**src/rtl/fare_pkg.sv**
```systemverilog
// fare_pkg: meter states and default tariff constants shared by the fare_calc slice
package fare_pkg;
   typedef enum logic [1:0] {IDLE, RUN, DONE} state_t;
   localparam logic [15:0] DEF_BASE_FARE   = 16'd100;
   localparam logic [15:0] DEF_BASE_KM     = 16'd3;
   localparam logic [15:0] DEF_PER_KM      = 16'd20;
   localparam logic [15:0] DEF_FARE_MAX    = 16'd9999;
   localparam logic [15:0] DEF_WAIT_CYCLES = 16'd10;
   localparam logic [15:0] DEF_WAIT_FARE   = 16'd5;
endpackage

```
**src/rtl/fare_sat_add.sv**
```systemverilog
// fare_sat_add: 17-bit fare addition clamped to MAX so the fare never wraps
module fare_sat_add #(
   parameter logic [15:0] MAX = 16'd9999
) (
   input  logic [15:0] a,
   input  logic [15:0] b,
   output logic [15:0] y
);
   logic [16:0] sum;
   always_comb begin
      sum = {1'b0, a} + {1'b0, b};
      y = sum > {1'b0, MAX} ? MAX : sum[15:0];
   end
endmodule

```
**src/rtl/fare_calc.sv**
```systemverilog
// fare_calc: taxi meter (IDLE/RUN/DONE), per-km tariff, optional waiting charge under WAIT_FARE_EN
module fare_calc
   import fare_pkg::*;
#(
   parameter logic [15:0] BASE_FARE = DEF_BASE_FARE,
   parameter logic [15:0] BASE_KM   = DEF_BASE_KM,
   parameter logic [15:0] PER_KM    = DEF_PER_KM,
   parameter logic [15:0] FARE_MAX  = DEF_FARE_MAX
`ifdef WAIT_FARE_EN
   ,
   parameter logic [15:0] WAIT_CYCLES = DEF_WAIT_CYCLES,
   parameter logic [15:0] WAIT_FARE   = DEF_WAIT_FARE
`endif
) (
   input  logic        clk,
   input  logic        reset,
   input  logic        work,
   input  logic        start,
   input  logic [15:0] distance,
   output logic [15:0] fare,
   output logic        fare_valid,
   output logic        busy
);
   localparam logic [15:0] BASE_LOAD = BASE_FARE > FARE_MAX ? FARE_MAX : BASE_FARE;
   state_t state, state_nxt;
   logic [15:0] prev_dist, km_cnt, km_nxt, km_fare, fare_nxt;
   logic moved, km_chg;
   assign moved = distance != prev_dist;
   assign km_nxt = &km_cnt ? km_cnt : km_cnt + 16'd1;
   assign km_chg = moved && km_nxt > BASE_KM;
   assign fare_valid = state == DONE;
   assign busy = state == RUN;
   fare_sat_add #(.MAX(FARE_MAX)) u_km_add (
      .a(fare),
      .b(km_chg ? PER_KM : 16'd0),
      .y(km_fare)
   );
`ifdef WAIT_FARE_EN
   logic [15:0] wait_cnt;
   logic wait_hit;
   assign wait_hit = start && wait_cnt == WAIT_CYCLES - 16'd1;
   fare_sat_add #(.MAX(FARE_MAX)) u_wait_add (
      .a(km_fare),
      .b(wait_hit ? WAIT_FARE : 16'd0),
      .y(fare_nxt)
   );
   always_ff @(posedge clk or posedge reset)
      if (reset)
         wait_cnt <= '0;
      else
         wait_cnt <= state == RUN && work && start && !wait_hit ? wait_cnt + 16'd1 : 16'd0;
`else
   assign fare_nxt = km_fare;
`endif
   always_ff @(posedge clk or posedge reset)
      if (reset)
         state <= IDLE;
      else
         state <= state_nxt;
   always_comb begin
      state_nxt = IDLE;
      case (state)
         IDLE: state_nxt = work ? RUN : IDLE;
         RUN:  state_nxt = work ? RUN : DONE;
         DONE: state_nxt = start ? IDLE : DONE;
         default: state_nxt = IDLE;
      endcase
   end
   always_ff @(posedge clk or posedge reset)
      if (reset) begin
         fare <= '0;
         prev_dist <= '0;
         km_cnt <= '0;
      end else begin
         case (state)
            IDLE: begin
               fare <= work ? BASE_LOAD : 16'd0;
               if (work) begin
                  prev_dist <= distance;
                  km_cnt <= '0;
               end
            end
            RUN: begin
               fare <= fare_nxt;
               if (moved) begin
                  prev_dist <= distance;
                  km_cnt <= km_nxt;
               end
            end
            DONE: if (start) fare <= '0;
            default: fare <= '0;
         endcase
      end
endmodule
```
**config.mk**
```make
export PLATFORM = sky130hd
export DESIGN_NAME = fare_calc
export DESIGN_NICKNAME = d
export VERILOG_FILES = /design/src/rtl/fare_pkg.sv /design/src/rtl/fare_sat_add.sv /design/src/rtl/fare_calc.sv
export SDC_FILE = /design/constraint.sdc
export NUM_CORES = 1
export LEC_CHECK = 0
export ABC_AREA = 1
export CAP_MARGIN = 5
export CORE_ASPECT_RATIO = 0.6
export CORE_MARGIN = 2
export CORE_UTILIZATION = 50
export DETAILED_ROUTE_END_ITERATION = 6
export PLACE_DENSITY = 0.71
export SETUP_SLACK_MARGIN = 0.2
export SYNTH_ARGS = -nofsm -noshare
export SYNTH_HDL_FRONTEND = slang
export SYNTH_HIERARCHICAL = 1
export SYNTH_SLANG_ARGS = --single-unit
```
**constraint.sdc**
```tcl
create_clock -name clk -period 4.63 [get_ports clk]
set_input_delay 0.463 -clock clk [delete_from_list [all_inputs] [get_ports clk]]
set_output_delay 0.463 -clock clk [all_outputs]
set_load 0.05 [all_outputs]
```
==> Implementation_results.wiki <==
{| class="wikitable"
! Metric !! Value
|-
| Dpl hpwl || roughly 8000 µm
|-
| Die H || about 74 µm
|-
| Relative slew slack || 0.296
|-
| Antenna diodes || 0
|-
| Most frequent cell after synthesis || sky130_fd_sc_hd__nand2_1
|-
| Routed wire length || 10400 µm
|-
| Overall global routing resource usage || 0.251
|-
| Clock latency at the later pin of the worst-skew pair || around 0.29 ns
|-
| Sum of internal, switching and leakage power || roughly 1.6 mW
|-
| Slack of the worst reg-to-reg path || 0.83 ns
|-
| Nature of the critical path startpoint || flop
|-
| Number of global-route vias before repair || between 3000 and 4000
|-
| Count of final hold-check violations || 0
|-
| Max-cap violations || 0
|-
| Leading cell types by count after synthesis || sky130_fd_sc_hd__nand2_1, sky130_fd_sc_hd__inv_1, sky130_fd_sc_hd__nand3_1
|-
| Post-CTS setup buffer count || 0
|-
| Final weighted congestion in routability-driven placement || about 0.94
|-
| Clock tree from TritonCTS || done
|-
| Total core area || 7880 µm²
|-
| Maximum operating frequency || approximately 0.26 GHz
|-
| Distinct cell type count after synthesis || 37
|-
| First-iteration detailed-routing DRC count || 387
|-
| Combined area of all synthesized cells || between 4000 and 5000 µm²
|-
| Number of synthesis warnings || 6
|-
| Average routed wire per standard cell || roughly 14 µm
|-
| Share of layout cells above drive strength 1 || 0.0738
|-
| DRC violation count after routing || 0
|-
| Leakage power summed over all cells || about 2.5 nW
|-
| Required time reported for the critical path endpoint || about 4.8 ns
|-
| Delay contributed by the slowest stage of the critical path || 0.43 ns
|-
| Fraction of met3 tracks used by global routing || 0.0458
|-
| Rows || 25
|-
| First-pass GRT wire length || ~18000 µm
|-
| Top cell type by total area after synthesis || sky130_fd_sc_hd__dfrtp_1
|-
| Sum Neg Setup Slack || 0 ns
|-
| Result of the run || finished, final reports clean
|-
| Final period demand of the worst path || roughly 3.8 ns
|-
| Setup repair after global routing missed its margin || no
|-
| Setup skew after layout || 0.00857 ns
|-
| H-tree depth || 2
|-
| Final setup fails || 0
|-
| Final Cycle Share || 0.822
|-
| Number of instances on the worst hold path || 1
|-
| Most prevalent standard cell on the critical path || sky130_fd_sc_hd__nand2_1
|-
| RR Startpoint || km_cnt[0]
|-
| Number of storage elements in the synthesis netlist || 50
|-
| Number of enable-type register cells in the synthesized netlist || 0
|-
| Pin count of the biggest net entering global routing || 51
|-
| Critical Path End Type || flop
|-
| Initial antenna violation count || 0
|-
| Number of instances in the synthesized netlist || about 600
|-
| Clock-pin slew on the worst setup and hold paths || roughly 0.07 ns
|-
| Leading post-synthesis cells by cell area || sky130_fd_sc_hd__dfrtp_1, sky130_fd_sc_hd__nand2_1, sky130_fd_sc_hd__nand3_1, sky130_fd_sc_hd__inv_1, sky130_fd_sc_hd__ha_1
|-
| GR met2 Demand/Resource || 0.338
|-
| Most used flip-flop cell after synthesis || sky130_fd_sc_hd__dfrtp_1
|-
| Cells traversed along the worst timing path || ha_1, nand3_2, inv_2, nand2_2, nor2_8, inv_4, nand2_1, nor2_1, nand3_1, nor2_1, nor2_1, ha_1, nand2_1, nor2_1, nand2_1, nand2_1, nand2_1, nand3_1, nand3_1, nor2_2, nand3_4, nand2_4, nor2_2, a32o_1
|-
| Pre-Repair DR Iteration Count || 5
|-
| Longest Clk Path Bufs || 2
|-
| Area share of the leading cell type in the synthesized netlist || 0.308
|-
| Worst min-delay path class || flop to flop
|-
| Master cell of the clock root buffer || sky130_fd_sc_hd__clkbuf_16
|-
| Total Nets Final || 687
|-
| Die X || around 120 µm
|-
| Met1 Resource Use GR || 0.413
|-
| Critical Setup Path Class || flop to flop
|-
| Worst EP arrival || roughly 4.0 ns
|-
| Final ANT Viol Nets || 0
|-
| Vias per cell || ~5.3
|-
| Top-level port count || 38
|-
| Starting utilization of the core area || 0.516
|-
| Area growth from synthesis to final layout || 16.4%
|-
| Post-route design area || 4740 µm²
|-
| Total gr overflow || 0
|-
| Maximum resistive drop on vdd || between 0.15 and 0.2 mV
|-
| Startpoint of the worst hold path || state[1]
|-
| Proportion of synthesized flip-flops having asynchronous set or reset || 1.00
|-
| Die Footprint || ~9000 µm²
|-
| Layer carrying the most global-route usage || met1
|-
| Mapped Avg Cell Area || a little under 7 µm²
|-
| Number of clock sinks seen by CTS || 50
|-
| Cts repair resizes || 0
|-
| Count of port buffers added during placement || 37
|-
| Crit Path Max Fanout || 10
|-
| Via count || about 4000
|-
| Worst-Margin Slew || roughly 1.1 ns
|-
| Pwr Density || approximately 350 nW/µm²
|-
| TritonCTS buffer count || 5
|-
| Quantity of hold-fixing buffers added after cts || 0
|-
| Final number of max-transition violations || 0
|-
| Post-place instance area || 4570 µm²
|-
| Critical Path Slowest Stage Cell || sky130_fd_sc_hd__dfrtp_1
|-
| Cell count of the worst reg-to-reg path || 24
|-
| Capture point of the worst reg-to-reg path || fare[4]
|-
| Sequential cell area fraction in the yosys report || 0.308
|-
| Hold Path End || state[0]
|}
cells by family (layout without fill, tap and decap cells):
| family | count (synthesis) | after routing | share of synthesized area |
|---|---|---|---|
| buf+inv | 94 | 127 | 0.0944 |
| fa+ha+maj | 18 | 18 | 0.0572 |
| xor+xnor | 22 | 22 | 0.0474 |
| compound gates | 38 | 38 | 0.0658 |
| simple gates | 378 | 378 | 0.426 |
| other cells | 2 | 17 | 0.00185 |
| flops | 50 | 50 | 0.308 |
where the power goes:
part / switching (mW) / internal [mW] / total, mW
Combinational: 0.432 / 0.243 / 0.675
Clock: 0.171 / 0.256 / 0.428
Sequential: 0.0519 / 0.493 / 0.545
placed cells by master, fill, tap and decap left out, types with 2 or more instances in the layout:
cell type and n:
sky130_fd_sc_hd__nor2_2 14, sky130_fd_sc_hd__o21ai_0 11, sky130_fd_sc_hd__nand2_1 196, sky130_fd_sc_hd__clkbuf_16 5, sky130_fd_sc_hd__nand3_1 74, sky130_fd_sc_hd__nand3_2 4
sky130_fd_sc_hd__nand3b_1 6, sky130_fd_sc_hd__nand4_1 13, sky130_fd_sc_hd__or2_1 2, sky130_fd_sc_hd__inv_2 2, sky130_fd_sc_hd__a21oi_2 2, sky130_fd_sc_hd__nor2_1 51
sky130_fd_sc_hd__buf_4 3, sky130_fd_sc_hd__xnor2_1 18, sky130_fd_sc_hd__and2_1 4, sky130_fd_sc_hd__ha_1 17, sky130_fd_sc_hd__inv_1 75, sky130_fd_sc_hd__dfrtp_1 50
sky130_fd_sc_hd__xor2_1 4, sky130_fd_sc_hd__clkdlybuf4s50_1 37, sky130_fd_sc_hd__a32o_1 13, sky130_fd_sc_hd__nand2_2 8, sky130_fd_sc_hd__a21oi_1 8, sky130_fd_sc_hd__o21ai_1 2
sky130_fd_sc_hd__conb_1 17
per-layer routing:
metal,vias to the layer above,part of all wire
li1,2005,-
met1,1830,0.55
met2,139,0.37
met3,6,0.076
met4,0,0.0054
met5,-,0
cell type report:
class                           instances  area [µm²]
Clock buffer                            5         125
Clock inverter                          3        43.8
Fill cell                             746        3150
Inverter                               79         299
Multi-Input combinational cell        473        2490
Sequential cell                        50        1250
Tap cell                              108         135
Timing Repair Buffer                   40         393
through the flow:
stage          setup slack (ns)  std cells   util  hold WS, ns
4_1_cts                   0.950        758  0.601        0.473
3_5_place_dp              0.923        750  0.580        0.462
6_report                  0.826        758  0.601        0.475
5_1_grt                   0.590        758  0.601        0.507
3_3_place_gp              0.969        750  0.580        0.451
2_1_floorplan              1.48        617      -        0.435
how the worst max path moves through the flow:
stage | from | to
after detailed placement | distance[15] | fare[4]
after global routing | km_cnt[0] | fare[3]
final | km_cnt[0] | fare[4]
after floorplan | km_cnt[0] | fare[4]
after global placement | distance[12] | fare[4]
after CTS | km_cnt[0] | fare[4]
flip-flops by register name, indices dropped and copies added, names as in the netlist:
| register | cells |
|---|---|
| km_cnt | 16 |
| prev_dist | 16 |
| state | 2 |
| fare | 16 |
critical path: cells and delay by family (launching register included):
kind	cells	cell delay, ns
buffers and inverters	2	0.15
AOI/OAI and AO/OA	1	0.20
and+or+nand+nor	19	2.26
adders and majority gates	2	0.64
DFF	1	0.43
(Power assumes the default switching activity.)
